`src/rtl/timetag_pkg.sv`:
```
// timetag_pkg: constants and types shared by the host command receive path.
// Holds the command opcodes, frame lengths, the strobe-FSM state encoding and
// a saturating increment helper for the framing-error counter.
package timetag_pkg;

  localparam logic [7:0] OP_REG_WR = 8'h01;
  localparam logic [7:0] OP_REG_RD = 8'h02;

  localparam int WR_FRAME_LEN = 7;
  localparam int RD_FRAME_LEN = 3;

  typedef enum logic [1:0] {
    ST_IDLE,
    ST_STROBE,
    ST_RECOVER
  } rxState_t;

  function automatic logic [7:0] satInc8(input logic [7:0] v);
    return (v == 8'hFF) ? v : v + 8'd1;
  endfunction

endpackage

```
`src/rtl/ft_rx_phy.sv`:
```
// ft_rx_phy: FT2232 receive-side physical layer.
// Synchronizes RXF#, arbitrates for the shared data bus and generates the RD#
// strobe, handing each captured byte to the parser as a one-cycle pulse.
module ft_rx_phy
  import timetag_pkg::*;
#(
  parameter int RD_WAIT = 4,
  parameter int RD_HOLD = 2
) (
  input  logic       clk_i,
  input  logic       reset_ni,
  input  logic       nrxf_i,
  input  logic [7:0] d_i,
  input  logic       bus_gnt_i,
  output logic       nrd_o,
  output logic       bus_req_o,
  output logic [7:0] byte_o,
  output logic       byte_valid_o
);

  localparam logic [7:0] WAIT_LAST = 8'(RD_WAIT - 1);
  localparam logic [7:0] HOLD_LAST = 8'(RD_HOLD);

  rxState_t   r_state;
  logic [7:0] r_cnt;
  logic       r_syncMeta;
  logic       r_rxfSync;

  // Two-flop synchronizer for the asynchronous RXF# input; idles high (no data).
  always_ff @(posedge clk_i or negedge reset_ni) begin
    if (!reset_ni) begin
      r_syncMeta <= 1'b1;
      r_rxfSync  <= 1'b1;
    end else begin
      r_syncMeta <= nrxf_i;
      r_rxfSync  <= r_syncMeta;
    end
  end

  // Strobe FSM: RD# low for RD_WAIT cycles with capture on the last one, then a
  // recovery gap. RECOVER lasts RD_HOLD+1 cycles and the IDLE decision cycle
  // adds one more, so RD# is high RD_HOLD+2 cycles, flushing a stale RXF#.
  always_ff @(posedge clk_i or negedge reset_ni) begin
    if (!reset_ni) begin
      r_state      <= ST_IDLE;
      r_cnt        <= 8'd0;
      nrd_o        <= 1'b1;
      byte_o       <= 8'd0;
      byte_valid_o <= 1'b0;
    end else begin
      byte_valid_o <= 1'b0;
      case (r_state)
        ST_IDLE: begin
          if (!r_rxfSync && bus_gnt_i) begin
            r_state <= ST_STROBE;
            r_cnt   <= 8'd0;
            nrd_o   <= 1'b0;
          end
        end
        ST_STROBE: begin
          if (r_cnt == WAIT_LAST) begin
            byte_o       <= d_i;
            byte_valid_o <= 1'b1;
            nrd_o        <= 1'b1;
            r_cnt        <= 8'd0;
            r_state      <= ST_RECOVER;
          end else begin
            r_cnt <= r_cnt + 8'd1;
          end
        end
        ST_RECOVER: begin
          if (r_cnt == HOLD_LAST) begin
            r_cnt   <= 8'd0;
            r_state <= ST_IDLE;
          end else begin
            r_cnt <= r_cnt + 8'd1;
          end
        end
        default: begin
          r_state <= ST_IDLE;
          r_cnt   <= 8'd0;
          nrd_o   <= 1'b1;
        end
      endcase
    end
  end

  assign bus_req_o = (r_state != ST_IDLE) || !r_rxfSync;

endmodule

```
`src/rtl/host_cmd_rx.sv`:
```
// host_cmd_rx: host link receive engine. Frames bytes from ft_rx_phy into
// register write/read commands and drives the register bus strobes.
// Optional feature: define HOST_CMD_RX_TIMEOUT_EN to discard partial frames
// after TIMEOUT idle cycles (counted as a framing error).
module host_cmd_rx
  import timetag_pkg::*;
#(
  parameter int RD_WAIT = 4,
  parameter int RD_HOLD = 2,
  parameter int TIMEOUT = 65535
) (
  input  logic        clk_i,
  input  logic        reset_ni,
  input  logic        nrxf_i,
  input  logic [7:0]  d_i,
  output logic        nrd_o,
  output logic        bus_req_o,
  input  logic        bus_gnt_i,
  output logic [15:0] reg_addr_o,
  output logic [31:0] reg_data_o,
  output logic        reg_wr_o,
  output logic        reg_rd_o,
  output logic [7:0]  err_cnt_o
);

  logic [7:0]  w_byte;
  logic        w_byteValid;
  logic        w_timeout;
  logic [2:0]  r_idx;
  logic [7:0]  r_op;
  logic [15:0] r_addrBuf;
  logic [23:0] r_dataBuf;

  ft_rx_phy #(
    .RD_WAIT(RD_WAIT),
    .RD_HOLD(RD_HOLD)
  ) u_phy (
    .clk_i       (clk_i),
    .reset_ni    (reset_ni),
    .nrxf_i      (nrxf_i),
    .d_i         (d_i),
    .bus_gnt_i   (bus_gnt_i),
    .nrd_o       (nrd_o),
    .bus_req_o   (bus_req_o),
    .byte_o      (w_byte),
    .byte_valid_o(w_byteValid)
  );

`ifdef HOST_CMD_RX_TIMEOUT_EN
  localparam logic [15:0] TO_LAST = 16'(TIMEOUT - 1);

  logic [15:0] r_toCnt;

  assign w_timeout = (r_idx != 3'd0) && !w_byteValid && (r_toCnt == TO_LAST);

  // Idle timer for a partial frame; a captured byte always restarts it.
  always_ff @(posedge clk_i or negedge reset_ni) begin
    if (!reset_ni) begin
      r_toCnt <= 16'd0;
    end else if (w_byteValid || r_idx == 3'd0 || w_timeout) begin
      r_toCnt <= 16'd0;
    end else begin
      r_toCnt <= r_toCnt + 16'd1;
    end
  end
`else
  assign w_timeout = 1'b0;
`endif

  // Frame parser: opcode byte, little-endian address, then data for writes.
  // Unknown opcodes are dropped at index 0 so the stream resynchronizes.
  always_ff @(posedge clk_i or negedge reset_ni) begin
    if (!reset_ni) begin
      r_idx      <= 3'd0;
      r_op       <= 8'd0;
      r_addrBuf  <= 16'd0;
      r_dataBuf  <= 24'd0;
      reg_addr_o <= 16'd0;
      reg_data_o <= 32'd0;
      reg_wr_o   <= 1'b0;
      reg_rd_o   <= 1'b0;
      err_cnt_o  <= 8'd0;
    end else begin
      reg_wr_o <= 1'b0;
      reg_rd_o <= 1'b0;
      if (w_byteValid) begin
        if (r_idx == 3'd0) begin
          if (w_byte == OP_REG_WR || w_byte == OP_REG_RD) begin
            r_op  <= w_byte;
            r_idx <= 3'd1;
          end else begin
            err_cnt_o <= satInc8(err_cnt_o);
          end
        end else begin
          case (r_idx)
            3'd1: r_addrBuf[7:0]   <= w_byte;
            3'd2: r_addrBuf[15:8]  <= w_byte;
            3'd3: r_dataBuf[7:0]   <= w_byte;
            3'd4: r_dataBuf[15:8]  <= w_byte;
            3'd5: r_dataBuf[23:16] <= w_byte;
            default: ;
          endcase
          if (r_op == OP_REG_RD && r_idx == 3'(RD_FRAME_LEN - 1)) begin
            reg_addr_o <= {w_byte, r_addrBuf[7:0]};
            reg_rd_o   <= 1'b1;
            r_idx      <= 3'd0;
          end else if (r_op == OP_REG_WR && r_idx == 3'(WR_FRAME_LEN - 1)) begin
            reg_addr_o <= r_addrBuf;
            reg_data_o <= {w_byte, r_dataBuf};
            reg_wr_o   <= 1'b1;
            r_idx      <= 3'd0;
          end else begin
            r_idx <= r_idx + 3'd1;
          end
        end
      end else if (w_timeout) begin
        r_idx     <= 3'd0;
        err_cnt_o <= satInc8(err_cnt_o);
      end
    end
  end

endmodule

```
`config.mk`:
```
export PLATFORM = sky130hd
export DESIGN_NAME = host_cmd_rx
export DESIGN_NICKNAME = d
export VERILOG_FILES = /design/src/rtl/timetag_pkg.sv /design/src/rtl/ft_rx_phy.sv /design/src/rtl/host_cmd_rx.sv
export SDC_FILE = /design/constraint.sdc
export NUM_CORES = 1
export LEC_CHECK = 0
export BUFFER_PORTS_ARGS = -buffer_cell sky130_fd_sc_hd__clkbuf_2
export CAP_MARGIN = 20
export CORE_MARGIN = 1
export CORE_UTILIZATION = 57
export DETAILED_ROUTE_END_ITERATION = 16
export PLACE_DENSITY = 0.79
export RECOVER_POWER = 25
export SETUP_SLACK_MARGIN = 0.2
export SLEW_MARGIN = 20
export SYNTH_ARGS = -nofsm -noshare
export SYNTH_HDL_FRONTEND = slang
export SYNTH_HIERARCHICAL = 1
export SYNTH_SLANG_ARGS = --single-unit
```
`constraint.sdc`:
```
create_clock -name clk_i -period 3 [get_ports clk_i]
set_input_delay 0.45 -clock clk_i [delete_from_list [all_inputs] [get_ports clk_i]]
set_output_delay 0.45 -clock clk_i [all_outputs]
set_load 0.01 [all_outputs]
```
==> summary.md <==
The startpoint identified for the worst hold timing path is d_i[1]. The largest stage delay on the critical path is 0.72 ns, and the sequential cell area is 0.00328 sq mm. For the number of buffers inserted during clock tree synthesis, the log shows 17.

The run finished with clean final reports. The run gives 133 as the first-iteration detailed-routing DRC count. Final period demand of the worst path: 2.56 ns. Across all hold checks on the routed design, the worst slack comes to 0.165 ns.

Once layout is complete, the cells apart from fillers number 617. Synthesis handed over a netlist of 390 instances. At the end of the flow the core is filled with cells to 72.2%.

The number of detailed-route iterations in the first pass came out at 6. The sequential cell fraction of total power was 44.9%. In this run the worst hold path is classified as in2reg.

VDD sags by at most 413 uV. Clock latency on the worst-skew pair, taken at its later pin, is 0.52 ns. The cell count after placement was 584.

The final setup skew is 0.0108 ns, and the die span in y is 101 um. The share of total power dissipated in combinational logic is 1.5%. The tools report the placer's final routability congestion estimate as 0.904.

STA classifies the critical path startpoint as a register. The level count of the clock H-tree was 4. The worst-margin pin slew came out at 1.11 ns. Summed over all cells, the static leakage comes to 0.00353 uW. The path depth of the worst reg2reg path works out to 7.

Dividing the detail-routed wire length by the instance count gives 17.6 um. The critical path crosses 7 cells after its start point. For the count of synthesis-stage warnings from yosys, the log shows 6. The cell area that synthesis handed to floorplanning was 0.00563 sq mm. In the routed design, unresolved DRC markers number 0. The path with the worst hold slack has its endpoint at u_phy/byte_o[1]$_DFFE_PN0P_.

Setup repair after global routing left no endpoint under its margin. The startpoint of the worst-slack reg-to-reg timing path is r_idx[0]$_DFFE_PN0P_. The power density normalized to cell area was 588 mW/mm^2; the die boundary width was 101 um. 0 antenna diodes ended up in the layout. The total core area was 0.00942 sq mm; the count of pins on the block boundary was 72. For the number of hold-slack violations in the final timing report, the log shows 0. The worst setup path is of the reg2reg kind. Along the worst hold path, the cell count comes to 2.

Of the available clock period, the critical path in the final layout requires 85.4%. The detailed placer's ending HPWL was 7.16 mm. In this run the power spent charging and discharging nets is 847 uW. The logs give 3.40 ns for the required time of the worst setup path and 10.9 mm for the overall routed net length. The buffering stage count on the worst path with inverters included came out at 2.

The cell type of the slowest stage on the worst timing path was sky130_fd_sc_hd__or4b_2. Minimum setup slack in the final design: 0.437 ns. The starting utilization of the core area was 59.8%; the maximum number of pins on one net before global-route repair was 52. The top flip-flop cell by instance count after synthesis is sky130_fd_sc_hd__dfrtp_1. Worst-path maximum fanout: 18.

After the last flow step, the layout net total stands at 500. Setup violations remaining at the end of the flow were counted as 0. The final setup TNS is 0 ns, and the global-route wire length before repair is 17.8 mm. Of the total power, the share spent switching nets is 21.2%. Synthesis produced a netlist with a net count of 414.

Traced cell by cell, the critical path runs through inv_1 -> ha_1 -> nor3b_2 -> nand2_1 -> or4b_2 -> buf_4 -> mux2_4. The floorplan step defined a die boundary enclosing 0.0103 sq mm. The logs give 3,489 for the number of global-route vias before repair and 26.2% for the max-slew headroom at the worst pin.

The internal portion of the total power is 3150 uW. After clock tree synthesis, the setup repair step added 0 buffers. The endpoint identified for the worst register-to-register timing path is reg_data_o[11]$_DFFE_PN0P_. In this run the register-to-register setup slack is 0.44 ns. Each instance of the synthesized netlist takes up on average 14.4 sq um. The logs give 53.6% for the power share of the clock group and 2 for the number of buffers on the longest clock path. For the worst setup path, the data arrival time is 2.96 ns.

Synthesis instantiated 52 different standard cells from the library. OpenSTA, run right after detailed placement, puts the worst setup slack at 0.504 ns. Global routing used 23.4% of the available tracks.

Among cell families on the critical path, the largest total delay comes from simple AND/OR/NAND/NOR gates. In the final layout, the multi-input gates occupy 0.00225 sq mm. Of the cells placed in the final design, the portion with a size suffix greater than 1 is 46.1%. The detailed-route vias per instance is 5.57. The run gives 615 as the fill cell total of the finished layout. The area overhead of the layout relative to synthesis was 20.7%; the total grt overflow was 0. Static timing analysis puts the maximum clock frequency at 390 MHz.

TritonCTS built the clock tree. The tree built by TritonCTS fans out to 131 sinks. The total number of placement rows came out at 35.

Cell chosen for the clock root: sky130_fd_sc_hd__clkbuf_8. The number of buffer cells added on primary ports came out at 71. After synthesis, the share of flip-flops with an asynchronous set or reset is 100%.

The number of max-slew violations in the final report is 0, and the sequential fraction of the synthesis area is 58.3%. The initial antenna violation count came out at 0. Synthesis inferred 131 register bits. Summing over every cut layer, the via total after detailed routing is 3,435.

The synthesized design contains 0 enable-type register cells. The tools report the number of maximum-capacitance constraint violations as 0. The detail route stage leaves a number of antenna-violating nets equal to 0.

The kind of end point of the critical path was a register. The clock transition time at the flip-flop clock pins of the worst setup and hold paths came out at 0.06 ns.
synthesized netlist by cell type (3+ instances only):
library cell | number | area share, %
sky130_fd_sc_hd__dfrtp_1 | 128 | 57
sky130_fd_sc_hd__mux2_2 | 60 | 12
sky130_fd_sc_hd__mux2_4 | 31 | 8.3
sky130_fd_sc_hd__nand2_1 | 26 | 1.7
sky130_fd_sc_hd__o21ai_0 | 13 | 1.2
sky130_fd_sc_hd__ha_1 | 12 | 2.7
sky130_fd_sc_hd__inv_1 | 12 | 0.80
sky130_fd_sc_hd__mux2i_1 | 11 | 2.0
sky130_fd_sc_hd__nand3_1 | 7 | 0.62
sky130_fd_sc_hd__xor2_1 | 7 | 1.1
sky130_fd_sc_hd__and2_2 | 6 | 0.80
sky130_fd_sc_hd__clkbuf_1 | 6 | 0.40
sky130_fd_sc_hd__o211ai_1 | 5 | 0.67
sky130_fd_sc_hd__nor2_1 | 4 | 0.27
sky130_fd_sc_hd__nor3b_1 | 4 | 0.53
sky130_fd_sc_hd__o2111ai_1 | 4 | 0.62
sky130_fd_sc_hd__buf_6 | 3 | 0.60
sky130_fd_sc_hd__dfstp_2 | 3 | 1.4
sky130_fd_sc_hd__o31ai_1 | 3 | 0.40
how the worst max path moves through the flow:
| stage | end | from | slack [ns] |
|---|---|---|---|
| after detailed placement | reg_data_o[13]$_DFFE_PN0P_ | r_idx[0]$_DFFE_PN0P_ | 0.50 |
| after CTS | reg_data_o[17]$_DFFE_PN0P_ | r_idx[0]$_DFFE_PN0P_ | 0.45 |
| final | reg_data_o[11]$_DFFE_PN0P_ | r_idx[0]$_DFFE_PN0P_ | 0.44 |
| after floorplan | reg_data_o[10]$_DFFE_PN0P_ | r_idx[0]$_DFFE_PN0P_ | 0.84 |
| after global routing | reg_data_o[17]$_DFFE_PN0P_ | r_idx[0]$_DFFE_PN0P_ | 0.35 |
| after global placement | reg_data_o[8]$_DFFE_PN0P_ | r_idx[0]$_DFFE_PN0P_ | 0.56 |
timing repair:
action,in CTS,in global routing
resized for setup,0,1
hold buffers,1,1
hold endpoints to repair,40,1
endpoints found under the setup margin,0,32
power by group through the flow:
stage / combinational (uW) / sequential [uW] / clock (uW)
after global placement: 59.5 / 1820 / 0
after CTS: 62.4 / 1790 / 2170
final: 60.0 / 1790 / 2140
after global routing: 69.6 / 1790 / 2250
after detailed placement: 60.8 / 1830 / 0
after floorplan: 14.3 / 1810 / 0
layout make-up:
cell class | instances | share of cell area, %
Timing Repair Buffer | 80 | 6.48
Sequential cell | 131 | 48.3
Tap cell | 129 | 2.37
Multi-Input combinational cell | 234 | 33.2
Inverter | 12 | 0.663
Clock buffer | 17 | 6.09
Clock inverter | 14 | 2.95
sequential cells by signal (all words and copies together) (netlist names):
register,count
reg_data_o,32
r_dataBuf,24
r_addrBuf,16
reg_addr_o,16
err_cnt_o,8
r_op,8
u_phy/byte_o,8
u_phy/r_cnt,8
r_idx,3
u_phy/r_state,2
reg_rd_o,1
reg_wr_o,1
u_phy/byte_valid_o,1
u_phy/nrd_o,1
u_phy/r_rxfSync,1
u_phy/r_syncMeta,1
cell usage in the layout, fill, tap and decap left out, types with 2 or more instances in the layout:
master	count
sky130_fd_sc_hd__clkbuf_2	71
sky130_fd_sc_hd__mux2_4	31
sky130_fd_sc_hd__nand2_1	26
sky130_fd_sc_hd__nor3b_1	2
sky130_fd_sc_hd__o211ai_1	5
sky130_fd_sc_hd__nor3b_2	4
sky130_fd_sc_hd__nor4_4	2
sky130_fd_sc_hd__bufinv_16	4
sky130_fd_sc_hd__dfrtp_1	128
sky130_fd_sc_hd__a21oi_1	2
sky130_fd_sc_hd__xor2_1	7
sky130_fd_sc_hd__inv_6	5
sky130_fd_sc_hd__mux2i_1	11
sky130_fd_sc_hd__and2_2	6
sky130_fd_sc_hd__clkinv_4	3
sky130_fd_sc_hd__inv_1	12
sky130_fd_sc_hd__nor3_1	2
sky130_fd_sc_hd__and3b_1	2
sky130_fd_sc_hd__buf_4	6
sky130_fd_sc_hd__dfstp_2	3
sky130_fd_sc_hd__nor4b_1	2
sky130_fd_sc_hd__o21ai_0	13
sky130_fd_sc_hd__o31ai_1	3
sky130_fd_sc_hd__and2_1	2
sky130_fd_sc_hd__o311ai_1	2
sky130_fd_sc_hd__nor2_1	4
sky130_fd_sc_hd__mux2_2	60
sky130_fd_sc_hd__nand4_1	2
sky130_fd_sc_hd__dlygate4sd3_1	2
sky130_fd_sc_hd__clkinv_2	2
sky130_fd_sc_hd__clkbuf_16	16
sky130_fd_sc_hd__nand2b_1	2
sky130_fd_sc_hd__o2111ai_1	3
sky130_fd_sc_hd__and3_1	2
sky130_fd_sc_hd__nand3_1	7
sky130_fd_sc_hd__ha_1	12
metal layers:
layer,wire (um),up-vias,part of all wire [%],global-route usage [%]
met5,0,-,0,0
met1,4850,1756,45,31.0
met4,138,0,1.3,9.92
li1,-,1575,-,-
met3,501,9,4.6,6.28
met2,5380,95,50,36.7
logic make-up after synthesis:
logic type | count (synthesis) | share of synthesized area (%)
flip-flops | 131 | 58.3
multiplexers | 103 | 22.4
AND/OR/NAND/NOR | 74 | 8.42
AO/OA/AOI/OAI | 37 | 4.78
buffers and inverters | 25 | 2.22
adder cells (fa/ha/maj) | 12 | 2.67
XOR/XNOR | 8 | 1.24
per-stage QoR:
step                      power [uW]  instance area, sq um
after floorplan                 1830                  5630
after global placement          1880                  6150
after detailed placement        1890                  6150
after CTS                       4020                  6770
after global routing            4110                  6800
final                           4000                  6800
Note: power is estimated with default switching activity, not from simulation.
